<file path="src/rtl/vdp_interrupt.sv">
// rtl/vdp_interrupt.sv - VDP line/vsync interrupt generator; optional frame counter via VDP_INTERRUPT_FRAME_COUNTER_EN
// Three-stage pipeline: line compare on enahsync, flag set/clear, registered active-low request.
module vdp_interrupt #(
    parameter int LINE_W = 9,
    parameter int CMP_W  = 8
) (
    input  logic              clk21m,
    input  logic              reset,
    input  logic              enahsync,
    input  logic              v_blanking_start,
    input  logic [LINE_W-1:0] predotcounter_y,
    input  logic [CMP_W-1:0]  reg_r19_hsync_int_line,
    input  logic              reg_r0_hsync_int_en,
    input  logic              reg_r1_vsync_int_en,
    input  logic              clr_vsync_int,
    input  logic              clr_hsync_int,
    output logic              vsync_int_flag,
    output logic              hsync_int_flag,
    output logic              line_match,
    output logic              pvdp_int_n
`ifdef VDP_INTERRUPT_FRAME_COUNTER_EN
    ,
    input  logic              clr_frame_cnt,
    output logic [15:0]       frame_cnt
`endif
);

    logic match_d;
    logic hs_pend_q,    hs_pend_d;
    logic line_match_q, line_match_d;
    logic vsync_flag_q, vsync_flag_d;
    logic hsync_flag_q, hsync_flag_d;
    logic int_n_q,      int_n_d;

    always_comb begin
        // Lines with the MSB set (256 and up) can never match the 8-bit compare value.
        match_d      = (predotcounter_y[LINE_W-1] == 1'b0) &&
                       (predotcounter_y[CMP_W-1:0] == reg_r19_hsync_int_line);
        hs_pend_d    = enahsync & match_d;
        line_match_d = enahsync ? match_d : line_match_q;
        // Set has priority over clear so an event arriving with a status read is kept.
        hsync_flag_d = hs_pend_q | (hsync_flag_q & ~clr_hsync_int);
        vsync_flag_d = v_blanking_start | (vsync_flag_q & ~clr_vsync_int);
        int_n_d      = ~((vsync_flag_q & reg_r1_vsync_int_en) |
                         (hsync_flag_q & reg_r0_hsync_int_en));
    end

    always_ff @(posedge clk21m or posedge reset) begin
        if (reset) begin
            hs_pend_q    <= 1'b0;
            line_match_q <= 1'b0;
            vsync_flag_q <= 1'b0;
            hsync_flag_q <= 1'b0;
            int_n_q      <= 1'b1;
        end else begin
            hs_pend_q    <= hs_pend_d;
            line_match_q <= line_match_d;
            vsync_flag_q <= vsync_flag_d;
            hsync_flag_q <= hsync_flag_d;
            int_n_q      <= int_n_d;
        end
    end

    assign vsync_int_flag = vsync_flag_q;
    assign hsync_int_flag = hsync_flag_q;
    assign line_match     = line_match_q;
    assign pvdp_int_n     = int_n_q;

`ifdef VDP_INTERRUPT_FRAME_COUNTER_EN
    logic [15:0] frame_cnt_q, frame_cnt_d;

    always_comb begin
        frame_cnt_d = frame_cnt_q;
        if (clr_frame_cnt) begin
            frame_cnt_d = 16'd0;
        end else if (v_blanking_start) begin
            frame_cnt_d = frame_cnt_q + 16'd1;
        end
    end

    always_ff @(posedge clk21m or posedge reset) begin
        if (reset) begin
            frame_cnt_q <= 16'd0;
        end else begin
            frame_cnt_q <= frame_cnt_d;
        end
    end

    assign frame_cnt = frame_cnt_q;
`endif

endmodule

</file>
<file path="config.mk">
export PLATFORM = sky130hd
export DESIGN_NAME = vdp_interrupt
export DESIGN_NICKNAME = d
export VERILOG_FILES = /design/src/rtl/vdp_interrupt.sv
export SDC_FILE = /design/constraint.sdc
export NUM_CORES = 1
export LEC_CHECK = 0
export ABC_CLOCK_PERIOD_IN_PS = 1160
export CELL_PAD_IN_SITES_DETAIL_PLACEMENT = 0
export CELL_PAD_IN_SITES_GLOBAL_PLACEMENT = 1
export CORE_MARGIN = 4
export CORE_UTILIZATION = 18
export DETAILED_ROUTE_END_ITERATION = 8
export GPL_TIMING_DRIVEN = 0
export PLACE_DENSITY_LB_ADDON = 0.1
export SETUP_SLACK_MARGIN = 0.1
export SLEW_MARGIN = 5
export SYNTH_ARGS = -nofsm -noshare
export SYNTH_HDL_FRONTEND = slang
export SYNTH_SLANG_ARGS = --single-unit
export TNS_END_PERCENT = 100
</file>
<file path="constraint.sdc">
create_clock -name clk21m -period 1.16 [get_ports clk21m]
set_clock_uncertainty 0.1 [all_clocks]
set_input_delay 0.116 -clock clk21m [delete_from_list [all_inputs] [get_ports clk21m]]
set_output_delay 0.116 -clock clk21m [all_outputs]
set_load 0.02 [all_outputs]
</file>
==> Yosys cells after proc, flatten, opt, wreduce, memory -nomap -nowiden <==
Cells that the tools add are included.
{ "word_totals": {"wordCells": 19, "in_bits": 25, "regBits": 5, "output_inout_bits": 4} }
{ "op_classes": {"n_eq_ne": 1, "bitwise_logic": 12, "reduce_logical": 1} }
{ "op_table": {"columns": ["cell", "count"], "rows": [
  ["equality test 8 bit", 1],
  ["bitwise AND 1 bit", 5],
  ["inverter 1 bit", 4],
  ["bitwise OR 1 bit", 3],
  ["logical AND 1 bit", 1]
]} }

==> Longest topological paths before layout <==
{ "depth": {"depth_word": 3, "mapped_depth": 3, "ltp_nobuf": 3} }

==> Worst setup path after synthesis <==
No wires, ideal clock.
{ "synth_timing": {"path_type": "register -> register", "from": "register vsync_flag_q, in the netlist vsync_int_flag", "to": "register vsync_flag_q, in the netlist vsync_int_flag", "arrival_time_ns": 0.615, "stages_incl_launch_ff": 2, "slack_ns": 0.327, "setup_ns": 0.118, "cell_sequence": "dfrtp_1 > a21o_1"} }
{ "synth_via": {"elab_chain_cells": 2} }
{ "synth_rtl": {"columns": ["element", "line", "source"], "rows": [
  ["start, declared", "31", "logic vsync_flag_q, vsync_flag_d;"],
  ["start signal, assigned", "58", "vsync_flag_q <= vsync_flag_d;"],
  ["bitwise AND 1 bit", "43", "vsync_flag_d = v_blanking_start | (vsync_flag_q & ~clr_vsync_int);"],
  ["bitwise OR 1 bit", "43", null],
  ["named net vsync_flag_d", "31", null]
]} }
The timed path passes the listed nets, and every way through them passes these cells.
A chain may end at the register's enable or synchronous reset.

==> Final worst setup path <==
{ "layout_timing": {"from": "register int_n_q, in the netlist pvdp_int_n", "to": "output pvdp_int_n"} }
{ "layout_lines": {"columns": ["element", "line", "source"], "rows": [
  ["start, declared", "33", "logic int_n_q, int_n_d;"],
  ["start signal, assigned", "60", "int_n_q <= int_n_d;"],
  ["end, declared", "20", "output logic pvdp_int_n"]
]} }
No word-level cell between the ends.

==> results.sh <==
export IMPL_status="finished, final reports clean"
export IMPL_grt_pass1_vias=326
export IMPL_die_y_microns=47.0
export IMPL_ant_nets=0
export IMPL_layoutNonFillerInstCount=73
export IMPL_mappedNetlistNets=50
export IMPL_vdd_ir_drop_worst_uv=262
export IMPL_std_cell_rows=13
export IMPL_postLayoutSetupSlackWorst_ns=0.0729
export IMPL_grt_pass1_wl_mm=1.11
export IMPL_timing_hold_worst_start="reg_r0_hsync_int_en"
export IMPL_htreeDepth=1
export IMPL_synth_area_leader_cell="sky130_fd_sc_hd__dfrtp_1"
export IMPL_fill_cells=146
export IMPL_drt_drc_violations_left=0
export IMPL_finalWirelength_microns=762
export IMPL_post_synth_instance_area_sq_um=274
export IMPL_finish_net_count=84
export IMPL_grt_ovfl_total=0
export IMPL_gp_congestion=0.624
export IMPL_netlist_instances=25
export IMPL_synth_seq_area_share_pct=46.1
export IMPL_cpMaxStageDelayCell="sky130_fd_sc_hd__dfstp_2"
export IMPL_clkSlewWorstSetupHoldPaths_ns=0.04
export IMPL_clock_tree_from_tritoncts="done"
export IMPL_number_of_clock_sinks=5
export IMPL_critical_path_reg2reg_startpoint="vsync_int_flag"
export IMPL_crit_required_ns=0.94
export IMPL_cpLargestDelayFamily="flip-flops"
export IMPL_leakage_power_nw=0.253
export IMPL_via_per_inst=4.16
export IMPL_report_final_setup_viol=0
export IMPL_yosys_cell_types_count=11
export IMPL_drv_cap=0
export IMPL_drive_above_1_share_pct=15.5
export IMPL_insertion_delay_ns=0.23
export IMPL_io_pin_count=29
export IMPL_tritoncts_num_buffers=3
export IMPL_worstSetupStartpointType="flip-flop"
export IMPL_io_buffer_count=28
export IMPL_synth_area_top_cells="sky130_fd_sc_hd__dfrtp_1 (37%), sky130_fd_sc_hd__xnor2_1 (26%), sky130_fd_sc_hd__dfstp_2 (9.6%)"
export IMPL_dpl_hpwl_microns=685
export IMPL_post_route_period_util_pct=93.7
export IMPL_yosys_warn_count=0
export IMPL_antenna_found_initial=0
export IMPL_synth_avg_cell_area_sq_um=11.0
export IMPL_layout_area_overhead_vs_synth_pct=117
export IMPL_grt_setup_unrepaired="yes"
export IMPL_final_period_minus_worst_setup_slack_ns=1.09
export IMPL_multiInputGateArea_sq_um=133
export IMPL_initial_core_util_pct=20.1
export IMPL_cellPowerDensity_nw_per_um2=879
export IMPL_postPlaceCellArea_sq_um=573
export IMPL_placeableCoreArea_sq_um=1370
export IMPL_final_hold_vio_count=0
export IMPL_timing_max_slew_rel_slack_pct=87.0
export IMPL_floorplan_die_width_microns=47.0
export IMPL_detail_route_iter0_violations=3
export IMPL_timing_critical_path_arrival_ns=0.87
export IMPL_fp_dieArea_sq_um=2210
export IMPL_yosysTopAreaCellShare_pct=36.5
export IMPL_timing_critical_path_cells="buf_6"
export IMPL_worst_setup_path_type="flip-flop to primary output"
export IMPL_drt_pass1_iter_count=2
export IMPL_timing_hold_worst_class="input pin to flip-flop"
export IMPL_post_drt_wl_per_cell_microns=10.4
export IMPL_total_power_mw=0.524
export IMPL_clk_path_buf_depth=2
export IMPL_num_antenna_cells=0
export IMPL_cp_buffers_inverters=1
export IMPL_detailroute_via_count=304
export IMPL_finalCoreUtilization_pct=43.6
export IMPL_ys_ff_latch=5
export IMPL_preCtsSetupSlack_ns=-0.139
export IMPL_grt_start_max_net_pins=6
export IMPL_maxSlewViolCount=0
export IMPL_critPathMaxStageDelay_ns=0.52
export IMPL_worst_pin_slew_ns=0.196
export IMPL_timing_critical_path_from="pvdp_int_n"
export IMPL_maximum_fanout_along_the_worst_path=1
export IMPL_end_kind="primary output"
export IMPL_place_detailed_instances=68
export IMPL_fmax_ghz=0.920
export IMPL_finalInstanceArea_sq_um=596
export IMPL_clockRootBuffer="sky130_fd_sc_hd__clkbuf_4"
export IMPL_register_area_sq_um=126
export IMPL_track_usage_pct=7.79
==> repair_timing <==
item / CTS / global route
setup endpoints to repair: 4 / 3
endpoints found under the hold margin: 4 / 0
buffers inserted: 0 / 0
hold buffers: 1 / 0
gates resized for setup: 18 / 0
pin swaps: 0 / 1
==> worst paths after layout <==
kind	depth (start not counted)	end	slack, ns
max in group asynchronous	3	pvdp_int_n	0.19
hold reg to reg	1	hsync_int_flag	0.33
hold / removal	2	pvdp_int_n	0.32
setup / recovery	1	pvdp_int_n	0.07
setup reg to reg	1	pvdp_int_n	0.38
min in group asynchronous	3	vsync_int_flag	0.53
==> cells in the mapped netlist <==
master                     number
sky130_fd_sc_hd__xnor2_1        8
sky130_fd_sc_hd__dfrtp_1        4
sky130_fd_sc_hd__inv_1          4
sky130_fd_sc_hd__a21o_1         2
sky130_fd_sc_hd__a22oi_1        1
sky130_fd_sc_hd__dfstp_2        1
sky130_fd_sc_hd__nand3_1        1
sky130_fd_sc_hd__nand3b_1       1
sky130_fd_sc_hd__nand4_1        1
sky130_fd_sc_hd__nor3_1         1
sky130_fd_sc_hd__o32ai_2        1
==> layout make-up <==
cell class	instances	area share [%]
multi-input cells	16	22.3
repair buffers	29	46.4
clock buffers	4	4.41
well taps	15	3.15
inverters	4	2.52
flip-flops and latches	5	21.2
==> report_power, final <==
part | switching, mW | internal, mW
Sequential | 0.00314 | 0.182
Clock | 0.0642 | 0.130
Combinational | 0.0414 | 0.103
Total | 0.109 | 0.415
==> layer usage <==
layer	vias up	routed length (microns)	GRT usage (%)	part of all wire, %
li1	148	-	-	-
met1	134	238	6.02	31
met2	20	423	14.4	56
met3	2	80	2.30	10
met4	0	19	8.29	2.5
met5	-	0	0	0
==> cell usage in the layout, fill, tap and decap left out <==
cell	instances
sky130_fd_sc_hd__nand3b_1	1
sky130_fd_sc_hd__buf_6	1
sky130_fd_sc_hd__nor3_1	1
sky130_fd_sc_hd__dfrtp_1	4
sky130_fd_sc_hd__xnor2_1	8
sky130_fd_sc_hd__a22oi_1	1
sky130_fd_sc_hd__clkbuf_4	3
sky130_fd_sc_hd__inv_1	4
sky130_fd_sc_hd__nand3_1	1
sky130_fd_sc_hd__o32ai_2	1
sky130_fd_sc_hd__clkdlybuf4s50_1	24
sky130_fd_sc_hd__dlygate4sd3_1	1
sky130_fd_sc_hd__buf_2	3
sky130_fd_sc_hd__clkbuf_1	1
sky130_fd_sc_hd__dfstp_2	1
sky130_fd_sc_hd__nand4_1	1
sky130_fd_sc_hd__a21o_1	2
==> logic make-up after synthesis <==
kind of cell | share of synthesized area (%)
buffers and inverters | 5.48
xor gates and xnor gates | 25.6
and+or+nand+nor | 8.67
DFF | 46.1
AOI/OAI and AO/OA | 14.2
==> state kept, by name, summed over array words and instances, names as in the netlist <==
register / count
pvdp_int_n: 1
line_match: 1
hsync_int_flag: 1
hs_pend_q: 1
vsync_int_flag: 1
==> per-stage QoR <==
| step | hold WS, ns | setup TNS (ns) |
|---|---|---|
| 3_5_place_dp | 0.235 | -0.412 |
| 6_report | 0.321 | 0 |
| 2_1_floorplan | -0.206 | 0 |
| 3_3_place_gp | 0.220 | -0.337 |
| 5_1_grt | 0.316 | 0 |
| 4_1_cts | 0.324 | 0 |
(Power assumes the default switching activity.)
